`config.mk`:
```
export PLATFORM = sky130hd
export DESIGN_NAME = sram_arbiter
export DESIGN_NICKNAME = d
export VERILOG_FILES = /design/src/rtl/sram_arbiter.sv
export SDC_FILE = /design/constraint.sdc
export NUM_CORES = 1
export LEC_CHECK = 0
export ABC_CLOCK_PERIOD_IN_PS = 2000
export BUFFER_PORTS_ARGS = -buffer_cell sky130_fd_sc_hd__clkbuf_2
export CAP_MARGIN = 10
export CORE_MARGIN = 2
export CORE_UTILIZATION = 41
export DETAILED_ROUTE_END_ITERATION = 12
export PLACE_DENSITY = 0.76
export SLEW_MARGIN = 20
export SYNTH_ARGS = -nofsm -noshare
export SYNTH_HDL_FRONTEND = slang
export SYNTH_SLANG_ARGS = --single-unit
```
`constraint.sdc`:
```
create_clock -name io_mainClk -period 2 [get_ports io_mainClk]
set_input_delay 0.2 -clock io_mainClk [delete_from_list [all_inputs] [get_ports io_mainClk]]
set_output_delay 0.2 -clock io_mainClk [all_outputs]
set_load 0.005 [all_outputs]
```
`src/rtl/sram_arbiter.sv`:
```
// Two-port arbiter and strobe sequencer for an external asynchronous 16-bit SRAM.
// Port A (CPU) and port B (DMA/video) share the chip; round-robin on contention.
module sram_arbiter #(
   parameter int ADDR_WIDTH = 18,
   parameter int DATA_WIDTH = 16,
   parameter int READ_WAIT  = 1,
   parameter int WRITE_WAIT = 1
) (
   input  logic                  io_mainClk,
   input  logic                  io_resetn,
   input  logic                  io_a_req,
   input  logic                  io_a_we,
   input  logic [ADDR_WIDTH-1:0] io_a_addr,
   input  logic [DATA_WIDTH-1:0] io_a_wdata,
   input  logic [1:0]            io_a_be,
   output logic                  io_a_ack,
   input  logic                  io_b_req,
   input  logic                  io_b_we,
   input  logic [ADDR_WIDTH-1:0] io_b_addr,
   input  logic [DATA_WIDTH-1:0] io_b_wdata,
   input  logic [1:0]            io_b_be,
   output logic                  io_b_ack,
   output logic [DATA_WIDTH-1:0] io_rdata,
   output logic                  io_busy,
   output logic [ADDR_WIDTH-1:0] io_sram_addr,
   input  logic [DATA_WIDTH-1:0] io_sram_dat_read,
   output logic [DATA_WIDTH-1:0] io_sram_dat_write,
   output logic                  io_sram_dat_writeEnable,
   output logic                  io_sram_cs,
   output logic                  io_sram_oe,
   output logic                  io_sram_we,
   output logic                  io_sram_ub,
   output logic                  io_sram_lb
);

   typedef enum logic [2:0] {IDLE, RD, WR, WHOLD, DONE} state_t;

   localparam logic [3:0] RD_LAST = 4'(READ_WAIT);
   localparam logic [3:0] WR_LAST = 4'(WRITE_WAIT);

   state_t                  state_reg;
   logic [3:0]              cnt_reg;
   logic                    last_grant_reg;   // 1 = port B was granted last
   logic                    grant_b_reg;      // owner of the access in flight

   logic                    pick_b;
   logic                    sel_we;
   logic [ADDR_WIDTH-1:0]   sel_addr;
   logic [DATA_WIDTH-1:0]   sel_wdata;
   logic [1:0]              sel_be;

   // B wins when it is alone, or on a tie when A was served last.
   assign pick_b    = io_b_req && (!io_a_req || !last_grant_reg);
   assign sel_we    = pick_b ? io_b_we    : io_a_we;
   assign sel_addr  = pick_b ? io_b_addr  : io_a_addr;
   assign sel_wdata = pick_b ? io_b_wdata : io_a_wdata;
   assign sel_be    = pick_b ? io_b_be    : io_a_be;

   assign io_busy = (state_reg != IDLE);

   always_ff @(posedge io_mainClk) begin
      if (!io_resetn) begin
         state_reg               <= IDLE;
         cnt_reg                 <= 4'd0;
         last_grant_reg          <= 1'b1;
         grant_b_reg             <= 1'b0;
         io_a_ack                <= 1'b0;
         io_b_ack                <= 1'b0;
         io_rdata                <= '0;
         io_sram_addr            <= '0;
         io_sram_dat_write       <= '0;
         io_sram_dat_writeEnable <= 1'b0;
         io_sram_cs              <= 1'b1;
         io_sram_oe              <= 1'b1;
         io_sram_we              <= 1'b1;
         io_sram_ub              <= 1'b1;
         io_sram_lb              <= 1'b1;
      end else begin
         io_a_ack <= 1'b0;
         io_b_ack <= 1'b0;
         case (state_reg)
            IDLE: begin
               if (io_a_req || io_b_req) begin
                  grant_b_reg    <= pick_b;
                  last_grant_reg <= pick_b;
                  cnt_reg        <= 4'd0;
                  io_sram_addr   <= sel_addr;
                  io_sram_cs     <= 1'b0;
                  if (sel_we) begin
                     state_reg               <= WR;
                     io_sram_we              <= 1'b0;
                     io_sram_ub              <= ~sel_be[1];
                     io_sram_lb              <= ~sel_be[0];
                     io_sram_dat_write       <= sel_wdata;
                     io_sram_dat_writeEnable <= 1'b1;
                  end else begin
                     state_reg  <= RD;
                     io_sram_oe <= 1'b0;
                     io_sram_ub <= 1'b0;
                     io_sram_lb <= 1'b0;
                  end
               end
            end
            RD: begin
               if (cnt_reg == RD_LAST) begin
                  state_reg  <= DONE;
                  io_rdata   <= io_sram_dat_read;
                  io_sram_cs <= 1'b1;
                  io_sram_oe <= 1'b1;
                  io_sram_ub <= 1'b1;
                  io_sram_lb <= 1'b1;
                  io_a_ack   <= ~grant_b_reg;
                  io_b_ack   <= grant_b_reg;
               end else begin
                  cnt_reg <= cnt_reg + 4'd1;
               end
            end
            WR: begin
               if (cnt_reg == WR_LAST) begin
                  state_reg  <= WHOLD;
                  io_sram_we <= 1'b1;
               end else begin
                  cnt_reg <= cnt_reg + 4'd1;
               end
            end
            WHOLD: begin
               // data stays driven one cycle past the WE rising edge
               state_reg               <= DONE;
               io_sram_cs              <= 1'b1;
               io_sram_ub              <= 1'b1;
               io_sram_lb              <= 1'b1;
               io_sram_dat_writeEnable <= 1'b0;
               io_a_ack                <= ~grant_b_reg;
               io_b_ack                <= grant_b_reg;
            end
            DONE: begin
               state_reg <= IDLE;
            end
            default: begin
               state_reg <= IDLE;
            end
         endcase
      end
   end

endmodule

```
# == After elaboration in Yosys (flattened, before gate mapping) ==
# Cells that the tools add are included.
# Widths: inputs -> output; s select.
# totals
out_inout_bits,59
ram_bits,0
latchBits,0
regBits,67
in_bits,94
memories,0
romBits,0
# op_classes
n_mul,0
add_sub_neg,1
n_mux,34
bitwise_logic,3
shift,0
eq_ne,10
n_lt_le_gt_ge,0
div_mod_pow,0
n_reduce_logical,22
# op_table
op,count
$mux 18,1
$mux 16,1
$mux 1,15
$reduce_and 3->1,5
$ne 2x2->1 const B,6
$pmux 3 s4,1
$pmux 1 s2,5
$mux 3,3
$pmux 1 s3,3
$mux 4,2
$pmux 4 s2,1
$reduce_and 4->1,2
$reduce_bool 2->1,4
$eq 3x2->1 const B,2
$reduce_bool 3->1,2
$add 4x1->4 const B,1
$eq 4x1->1 const B,1
$mux 2,2
$reduce_and 2->1,2
$eq 3x1->1 const B,1
$logic_not 3->1,1
$not 1->1,3
$logic_not 1->1,2
$logic_or 1x1->1,2
other kinds (2),2

# == Depth between registers and ports, before layout ==
# Gate-level depths: netlist (run 1).
# depth
word_depth,8
mapped_depth,9

# == Worst setup path before layout (run 1) ==
# OpenSTA, ideal clock, no wires.
# synth_timing
path_kind,flip-flop to flip-flop
start,register cnt_reg[0]
end,register io_sram_lb
arrival_time_ps,1735
setup_slack_ps,142
required_time_ps,1877
period_less_slack_ps,1858
setup_time_ps,123
path_stages_with_launch,7
cell_sequence,dfxtp_1 -> ha_1 -> or3b_1 -> buf_2 -> a2111o_1 -> nor4_1 -> o21ai_1
# synth_between
elab_chain_cells,3
# synth_rtl
item,line,text
"start, declared",42,logic [3:0] cnt_reg;
"start signal, assigned",115,cnt_reg <= cnt_reg + 4'd1;
"start signal, assigned",123,cnt_reg <= cnt_reg + 4'd1;
$eq 4x1->1,105,if (cnt_reg == RD_LAST) begin
$ne 2x2->1 (no line),-,
$reduce_and 3->1 (no line),-,
"end signal, assigned",93,io_sram_lb <= ~sel_be[0];
"end, declared",33,output logic io_sram_lb
# No other way between the ends.
# A chain may end at the register's enable or synchronous reset.

# == Worst setup path after layout (run 1) ==
# layout_timing
start,register cnt_reg[1]
end,register io_sram_ub
# layout_between
elab_chain_cells,3
# layout_rtl
item,line,text
$eq 4x1->1,105,
$ne 2x2->1 (no line),-,
$reduce_and 3->1 (no line),-,
"end signal, assigned",92,io_sram_ub <= ~sel_be[1];
"end, declared",32,"output logic io_sram_ub,"
# No other way between the ends.

==> metrics.txt, run 1 <==
status=complete, no violations; area leader, netlist=dfxtp_1; FFs w/ async S/R, synth=0; Cells after Synth=323; Die Span Y=88.72 um; DR vias=2928; commonest non-fill, non-tap cells in the layout=152 x clkbuf_2, 65 x dfxtp_1, 37 x a21oi_1; Synth Area in Compound Gates=0.2003; routed wire length=7464 um; CTS max path bufs=2; P_leak=0.001849 uW; Layout area overhead=35.97%; Tot GR Track Use=0.1916; largest family of logic cells by synthesized area=compound AO/OA/AOI/OAI gates; flops & latches, synth=67; Clock Latency Late Sink=0.33 ns; Largest regs=io_sram_addr (18), io_rdata (16), io_sram_dat_write (16); Final Hold Vio Count=0; worst hold path type=input port to register; Worst Path Required=2.26 ns; combinational power share=0.274; CTS tree=yes; DRC viols=0; Rel. slew slack=0.6067; Final Max Slew Viols=0; RSZ-0062 raised after global routing=true; Setup Skew=0.004141 ns; PortBufs=roughly 150; vias in the first global route=2659; first-pass GRT wire length=approximately 12000 um; Min-Delay Startpoint=io_sram_dat_read[2]; WL/cell=13.00 um; Crit Path Max Fanout=5; Setup-failing EPs final=0; Adder-Cell Fraction of Synth Area=0.008503; core area=0.006869 mm^2; Crit. End Element=register; Net Sw Frac=0.3024; total die area=0.007871 mm^2; syn_nets=419; DRT Pass-1 Iters=4; ANT cells=0; sequential share of power=0.444; CTS buffer count=9; VDD IR max=0.4792 mV; setup_tns=0 ns; RR Startpoint=cnt_reg[1]; Setup CP Type=register to register; layout cell share with drive strength beyond 1=0.3954; register with the most flip-flops=io_sram_addr; Ys Warns=0; number of max-cap violations=0; P_int=2578 uW; nature of the critical path startpoint=register; Area contributors post-synth=dfxtp_1 46%, mux2i_1 12%, a211oi_1 9.2%; max reg flops=18; 1st-iter DRT viols=96; Reg clk slew, reported paths=0.07 ns; post-route cell area=0.004001 mm^2; Nets=570; DPL Wire Length=approximately 5600 um; Synth cell types=40; commonest non-fill, non-tap cell in the layout=clkbuf_2; DP Area=0.003801 mm^2; sequential cell area fraction in the yosys report=0.4558; antenna viol nets, final=0; initial cell density of the core=0.4284; Simple-Gate Fraction of Synth Area=0.1535; gpl congestion=between 0.8 and 0.9; grt ovf=0; Main synth FF type=dfxtp_1; Max Freq=524.6 MHz; initial antenna violation count=0; # H-tree levels=3; Post-CTS Hold Buffers=0; Pwr Density=923.6 mW/mm^2; Least-Margin Pin Slew=0.5899 ns; clock share of power=0.281; CP arrival=2.17 ns; post-synthesis xor/xnor area fraction=0.002976; share of Yosys cell area claimed by the top area cell type=0.4558; Net Sw Power=1118 uW; mapped cell area=0.002943 mm^2; Syn Area/Cell=approximately 9.1 um^2; vias per cell=5.101; Crit. Startpoint=cnt_reg[1]; Post-synth EDFFs=0; fin crit period=1.906 ns; multiplexer share of the synthesized area=0.1263; Cell Rows=30; IO Pins=153; CTS sink count=67; largest net degree at the start of global routing=33; clock root cell=clkbuf_8; Final Cycle Share=0.9531; Die X=just under 90 um
## through the flow
step                        util  cells  hold slack, ns  setup slack (ns)  total power (uW)
after floorplan                -    323          0.2718            0.1419              2264
after global placement    0.5534    558          0.4247            0.1172              2632
after detailed placement  0.5534    558          0.4287           0.04901              2662
after CTS                 0.5789    573         0.07301           0.02728              3703
after global routing      0.5825    574         0.07149          -0.05256              3929
final                     0.5825    574         0.08836           0.09372              3696
## kinds of logic (layout without fill, tap and decap cells)
group,Yosys count,after routing
AOI/OAI and AO/OA,91,91
xor gates and xnor gates,1,1
adders and majority gates,2,2
buffers and inverters,32,187
DFF,67,67
muxes,37,37
and+or+nand+nor,93,93
## Yosys cell counts, types with 2 or more instances
cell	n
ha_1	2
and2_1	3
o21ai_0	3
dfxtp_1	67
nor2b_1	7
inv_1	4
nor3_1	3
clkbuf_1	7
o21ai_1	2
nor4_1	3
a21oi_1	37
and3b_1	2
nand2_1	36
nor3b_1	4
buf_2	13
or3_1	4
nand3_1	4
mux2i_1	36
nor2_1	21
a31oi_1	2
o31ai_1	3
buf_4	5
buf_1	2
nor4b_1	2
a211oi_1	36
## repair_timing
item	CTS	global route
buffers inserted	0	1
endpoints found under the setup margin	0	18
resized for setup	0	5
## power groups by stage
stage	clock, uW	sequential [uW]	combinational, uW
3_5_place_dp	0	1660	998
2_1_floorplan	0	1660	606
5_1_grt	1130	1660	1140
3_3_place_gp	0	1660	973
6_report	1040	1640	1010
4_1_cts	1060	1640	999
## per-layer routing
layer	GRT usage	part of all wire	up-vias
met2	0.3250	0.47	129
met5	0	0	-
met1	0.2279	0.43	1328
li1	-	-	1464
met3	0.05131	0.084	7
met4	0.08127	0.015	0
## path summary, 6_finish.rpt
kind                                    end  slack [ns]  cells after the start
worst max-delay path             io_sram_ub        0.09                      7
worst min-delay path            io_rdata[2]        0.09                      3
worst max register to register   io_sram_ub        0.09                      7
worst min register to register     io_a_ack        0.45                      1
## critical path, cell delays in order (launching register included)
cell and delay, ns:
dfxtp_2 0.34, inv_1 0.05, ha_1 0.14, or3b_4 0.42, a2111o_1 0.50, buf_4 0.17
nor2b_1 0.12, o21ai_1 0.10
## area by class of cell
class | instances | area, um^2
Clock buffer | 12 | 135.1
Clock inverter | 3 | 40.04
Fill cell | 624 | 2868
Inverter | 5 | 18.77
Multi-Input combinational cell | 224 | 1470
Sequential cell | 67 | 1344
Tap cell | 96 | 120.1
Timing Repair Buffer | 167 | 873.3
(Power assumes the default switching activity.)
==> inputs of run 2 (changes only) <==
--- a/config.mk
+++ b/config.mk
@@ -12,6 +12,7 @@
 export CORE_UTILIZATION = 41
 export DETAILED_ROUTE_END_ITERATION = 12
 export PLACE_DENSITY = 0.76
+export REMOVE_ABC_BUFFERS = 1
 export SLEW_MARGIN = 20
 export SYNTH_ARGS = -nofsm -noshare
 export SYNTH_HDL_FRONTEND = slang
==> metrics.txt, run 2 (synthesis results as in run 1) <==
gpl congestion=approximately 0.8; first-pass GRT wire length=11400 um; Final Cycle Share=0.9488; P_int=2733 uW; vias in the first global route=2572; DRT Pass-1 Iters=4; area of the multi-input gates=between 0.001 and 0.0015 mm^2; Clock Latency Late Sink=0.31 ns; routed wire length=7104 um; fill count=630; commonest non-fill, non-tap cell in the layout=clkbuf_2; Least-Margin Pin Slew=0.6182 ns; number of max-cap violations=0; Crit. End Element=register; CTS tree=yes; DRC viols=0; core area=0.006869 mm^2; Layout Utilization=0.5852; antenna viol nets, final=0; layout cell share with drive strength beyond 1=0.3929; Net Sw Power=1120 uW; postcts setup bufs=0; Tot GR Track Use=0.1823; sequential share of power=0.425; register with the most flip-flops=io_sram_addr; P_leak=approximately 0.0019 uW; PortBufs=152; IO Pins=153; initial antenna violation count=0; grt ovf=0; worst hold path type=input port to register; Finished Layout Cells=~570; clock root cell=clkbuf_8; Pwr Density=958.6 mW/mm^2; Setup Skew=0.005154 ns; fin crit period=between 1.5 and 2 ns; # H-tree levels=3; Crit Path Max Fanout=6; Die Span Y=88.72 um; CTS sink count=67; Worst Path Required=2.20 ns; initial cell density of the core=0.4284; Net Sw Frac=0.2907; Reg clk slew, reported paths=0.07 ns; Final Max Slew Viols=0; register area=0.001343 mm^2; nature of the critical path startpoint=register; status=complete, no violations; vias per cell=4.913; Nets=around 570; total die area=0.007871 mm^2; VDD IR max=0.3828 mV; clock share of power=0.320; combinational power share=0.256; Die X=~89 um; WL/cell=12.42 um; RSZ-0062 raised after global routing=false; max reg flops=18; Final Hold Vio Count=0; Setup-failing EPs final=0; Post-CTS Hold Buffers=0; Layout area overhead=36.61%; placed instance count=556; ANT cells=0; CP arrival=2.10 ns; Cell Rows=30; CTS buffer count=9; commonest non-fill, non-tap cells in the layout=152 x clkbuf_2, 66 x dfxtp_1, 37 x a21oi_1; DR vias=roughly 2800; Max Freq=527.0 MHz; 1st-iter DRT viols=approximately 90; Rel. slew slack=0.5879; DPL Wire Length=5407 um; largest net degree at the start of global routing=33; CTS max path bufs=2; Setup CP Type=register to register; Largest regs=io_sram_addr (18), io_rdata (16), io_sram_dat_write (16)
run 2: through the flow:
| stage | setup TNS [ns] | hold slack (ns) | setup slack, ns | total power [uW] | cell area [um^2] |
|---|---|---|---|---|---|
| global placement | 0 | 0.4272 | 0.07726 | 2620 | 3786 |
| CTS | 0 | 0.08112 | 0.0006166 | 3896 | 4010 |
| floorplan | -30.77 | 0.2718 | -1.134 | 2207 | 2806 |
| global route | 0 | 0.08281 | 0.02100 | 4092 | 4020 |
| detailed placement | -0.00004774 | 0.4305 | -0.00004774 | 2648 | 3786 |
| finish | 0 | 0.1002 | 0.1023 | 3854 | 4020 |
run 2: final timing paths:
check / end / from / slack [ns] / depth (start not counted)
worst min register to register: io_rdata[11] / io_rdata[11] / 0.46 / 2
worst max-delay path: io_sram_ub / cnt_reg[1] / 0.10 / 6
worst max register to register: io_sram_ub / cnt_reg[1] / 0.10 / 6
worst min-delay path: io_rdata[5] / io_sram_dat_read[5] / 0.10 / 3
run 2: power by group through the flow:
stage	combinational (uW)	sequential, uW	clock, uW
2_1_floorplan	534	1670	0
3_3_place_gp	960	1660	0
3_5_place_dp	985	1660	0
4_1_cts	989	1640	1270
5_1_grt	1100	1660	1330
6_report	985	1640	1230
run 2: routing by layer:
| layer | share of wire | vias to the layer above | global-route usage | routed length, um |
|---|---|---|---|---|
| met2 | 0.51 | 98 | 0.3284 | 3657 |
| met1 | 0.41 | 1248 | 0.2118 | 2903 |
| met3 | 0.072 | 2 | 0.04664 | 513 |
| met4 | 0.0042 | 0 | 0.05372 | 30 |
| met5 | 0 | - | 0 | 0 |
| li1 | - | 1462 | - | - |
run 2: what timing repair did:
action / 4_1_cts / 5_1_grt
gates resized for setup: 1 / 3
gates cloned: 0 / 0
endpoints found under the setup margin: 3 / 2
run 2: cell type report:
type,count,area share
multi-input combinational,224,0.3654
sequential,67,0.3340
timing repair buffer,164,0.2116
clock buffer,12,0.03610
tap,96,0.02988
clock inverter,4,0.01836
inverter,5,0.004669
run 2: worst max-delay path, stage by stage (launching register included):
cell      delay [ns]
dfxtp_1         0.34
inv_1           0.06
ha_1            0.15
or3b_4          0.43
a2111o_1        0.44
nor4_1          0.27
o21ai_1         0.10
==> inputs of run 3 (changes only) <==
--- a/config.mk
+++ b/config.mk
@@ -9,9 +9,10 @@
 export BUFFER_PORTS_ARGS = -buffer_cell sky130_fd_sc_hd__clkbuf_2
 export CAP_MARGIN = 10
 export CORE_MARGIN = 2
-export CORE_UTILIZATION = 41
+export CORE_UTILIZATION = 42
+export CTS_BUF_LIST = sky130_fd_sc_hd__clkbuf_4
 export DETAILED_ROUTE_END_ITERATION = 12
-export PLACE_DENSITY = 0.76
+export PLACE_DENSITY = 0.77
 export REMOVE_ABC_BUFFERS = 1
 export SLEW_MARGIN = 20
 export SYNTH_ARGS = -nofsm -noshare
==> metrics.txt, run 3 (synthesis results as in run 1) <==
Nets=585; CTS buffer count=9; core area=roughly 0.0068 mm^2; Tot GR Track Use=0.1959; Setup CP Type=register to register; Final Max Slew Viols=0; total power=3593 uW; RSZ-0062 raised after global routing=false; P_leak=0.001897 uW; Place WS=-0.005020 ns; reg-to-reg slack, setup=around 0.10 ns; initial cell density of the core=0.4331; status=complete, no violations; Pwr Density=a little under 900 mW/mm^2; fill count=roughly 610; vias per cell=4.924; initial antenna violation count=0; number of max-cap violations=0; antenna viol nets, final=0; PortBufs=152; worst path cell trace=inv_1 -> ha_1 -> or3b_4 -> a2111o_1 -> nor4_2 -> o21ai_1; # H-tree levels=3; commonest non-fill, non-tap cells in the layout=152 x clkbuf_2, 65 x dfxtp_1, 37 x a21oi_1; DRC viols=0; Worst Path Required=between 2 and 2.5 ns; Setup-failing EPs final=0; CTS max path bufs=2; WL/cell=12.59 um; total die area=0.007692 mm^2; Largest regs=io_sram_addr (18), io_rdata (16), io_sram_dat_write (16); Max Freq=526.4 MHz; layout cell share with drive strength beyond 1=0.3907; vias in the first global route=2738; CP max-delay cell=a2111o_1; hold_ws=0.02296 ns; area of the multi-input gates=0.001475 mm^2; CP arrival=~2.2 ns; Rel. slew slack=0.6615; CTS tree=yes; CTS sink count=67; clock root cell=clkbuf_4; ANT cells=0; commonest non-fill, non-tap cell in the layout=clkbuf_2; Final Cycle Share=0.9498; fin crit period=1.900 ns; Cell Rows=30; Layout area overhead=40.52%; Final Hold Vio Count=0; DR vias=2905; grt ovf=0; register area=0.001344 mm^2; DRT Pass-1 Iters=4; DPL Wire Length=roughly 5300 um; Die Span Y=87.71 um; Setup Skew=0.01093 ns; Die X=between 80 and 90 um; largest net degree at the start of global routing=40; Reg clk slew, reported paths=0.12 ns; Clock Latency Late Sink=around 0.41 ns; final setup margin=0.1003 ns; worst hold path type=input port to register; routed wire length=roughly 7400 um; first-pass GRT wire length=around 12000 um; VDD IR max=0.4286 mV; register with the most flip-flops=io_sram_addr; nature of the critical path startpoint=register; IO Pins=153; 1st-iter DRT viols=83; gpl congestion=around 0.8; Largest stage delay, worst path=0.50 ns; Least-Margin Pin Slew=roughly 0.51 ns; Crit. End Element=register; max reg flops=18; Crit Path Max Fanout=5
==> run 3: cell count changes in the layout (fill, tap and decap cells not counted), sizes merged <==
cell         previous run  this run
bufinv                  2         1
clkinvlp                0         2
dlygate4sd3             0        15
clkinv                  3         4
clkbuf                164       162
buf                    12        15
==> run 3: worst paths after layout <==
check,startpoint,to,cells after the start
setup reg to reg,cnt_reg[1],io_sram_lb,6
setup / recovery,cnt_reg[1],io_sram_lb,6
hold / removal,io_sram_dat_read[14],io_rdata[14],3
hold reg to reg,grant_b_reg,io_a_ack,1
==> run 3: worst max-delay path: cells and delay by family (launching register included) <==
| kind | cells | cell delay (ns) |
|---|---|---|
| compound gates | 2 | 0.59 |
| fa+ha+maj | 1 | 0.14 |
| buf+inv | 1 | 0.06 |
| flops | 1 | 0.35 |
| simple gates | 2 | 0.66 |
==> run 3: where the power goes <==
part	total, uW	leakage [uW]	switching [uW]	internal, uW
clock	894	0.0000702	499	395
combinational	1050	0.00128	522	529
sequential	1650	0.000551	128	1520
==> run 3: timing repair <==
action                                 CTS  global route
setup endpoints to repair                2            18
pin swaps                                0             2
gates resized for setup                  1             5
cloned                                   0             0
endpoints found under the hold margin   15             0
hold buffers                            15             0
setup buffers                            0             3
==> run 3: metrics by stage <==
step	cells	util	area (um^2)	setup TNS [ns]
after floorplan	296	-	2806	-30.77
after global placement	556	0.5591	3799	0
after detailed placement	556	0.5591	3799	-0.005020
after CTS	587	0.6024	4093	0
after global routing	590	0.6087	4135	0
final	590	0.6087	4135	0
==> run 3: per-layer routing <==
layer,GRT usage,vias up,wire (um)
met4,0.08531,0,149
met2,0.3499,103,3741
met3,0.04901,14,425
met5,0,-,0
met1,0.2202,1294,3110
li1,-,1494,-
==> run 3: layout make-up <==
type	instances	share of cell area
multi-input combinational	224	0.3567
sequential	67	0.3250
timing repair buffer	182	0.2505
tap	96	0.02905
clock buffer	10	0.01815
clock inverter	6	0.01604
inverter	5	0.004539
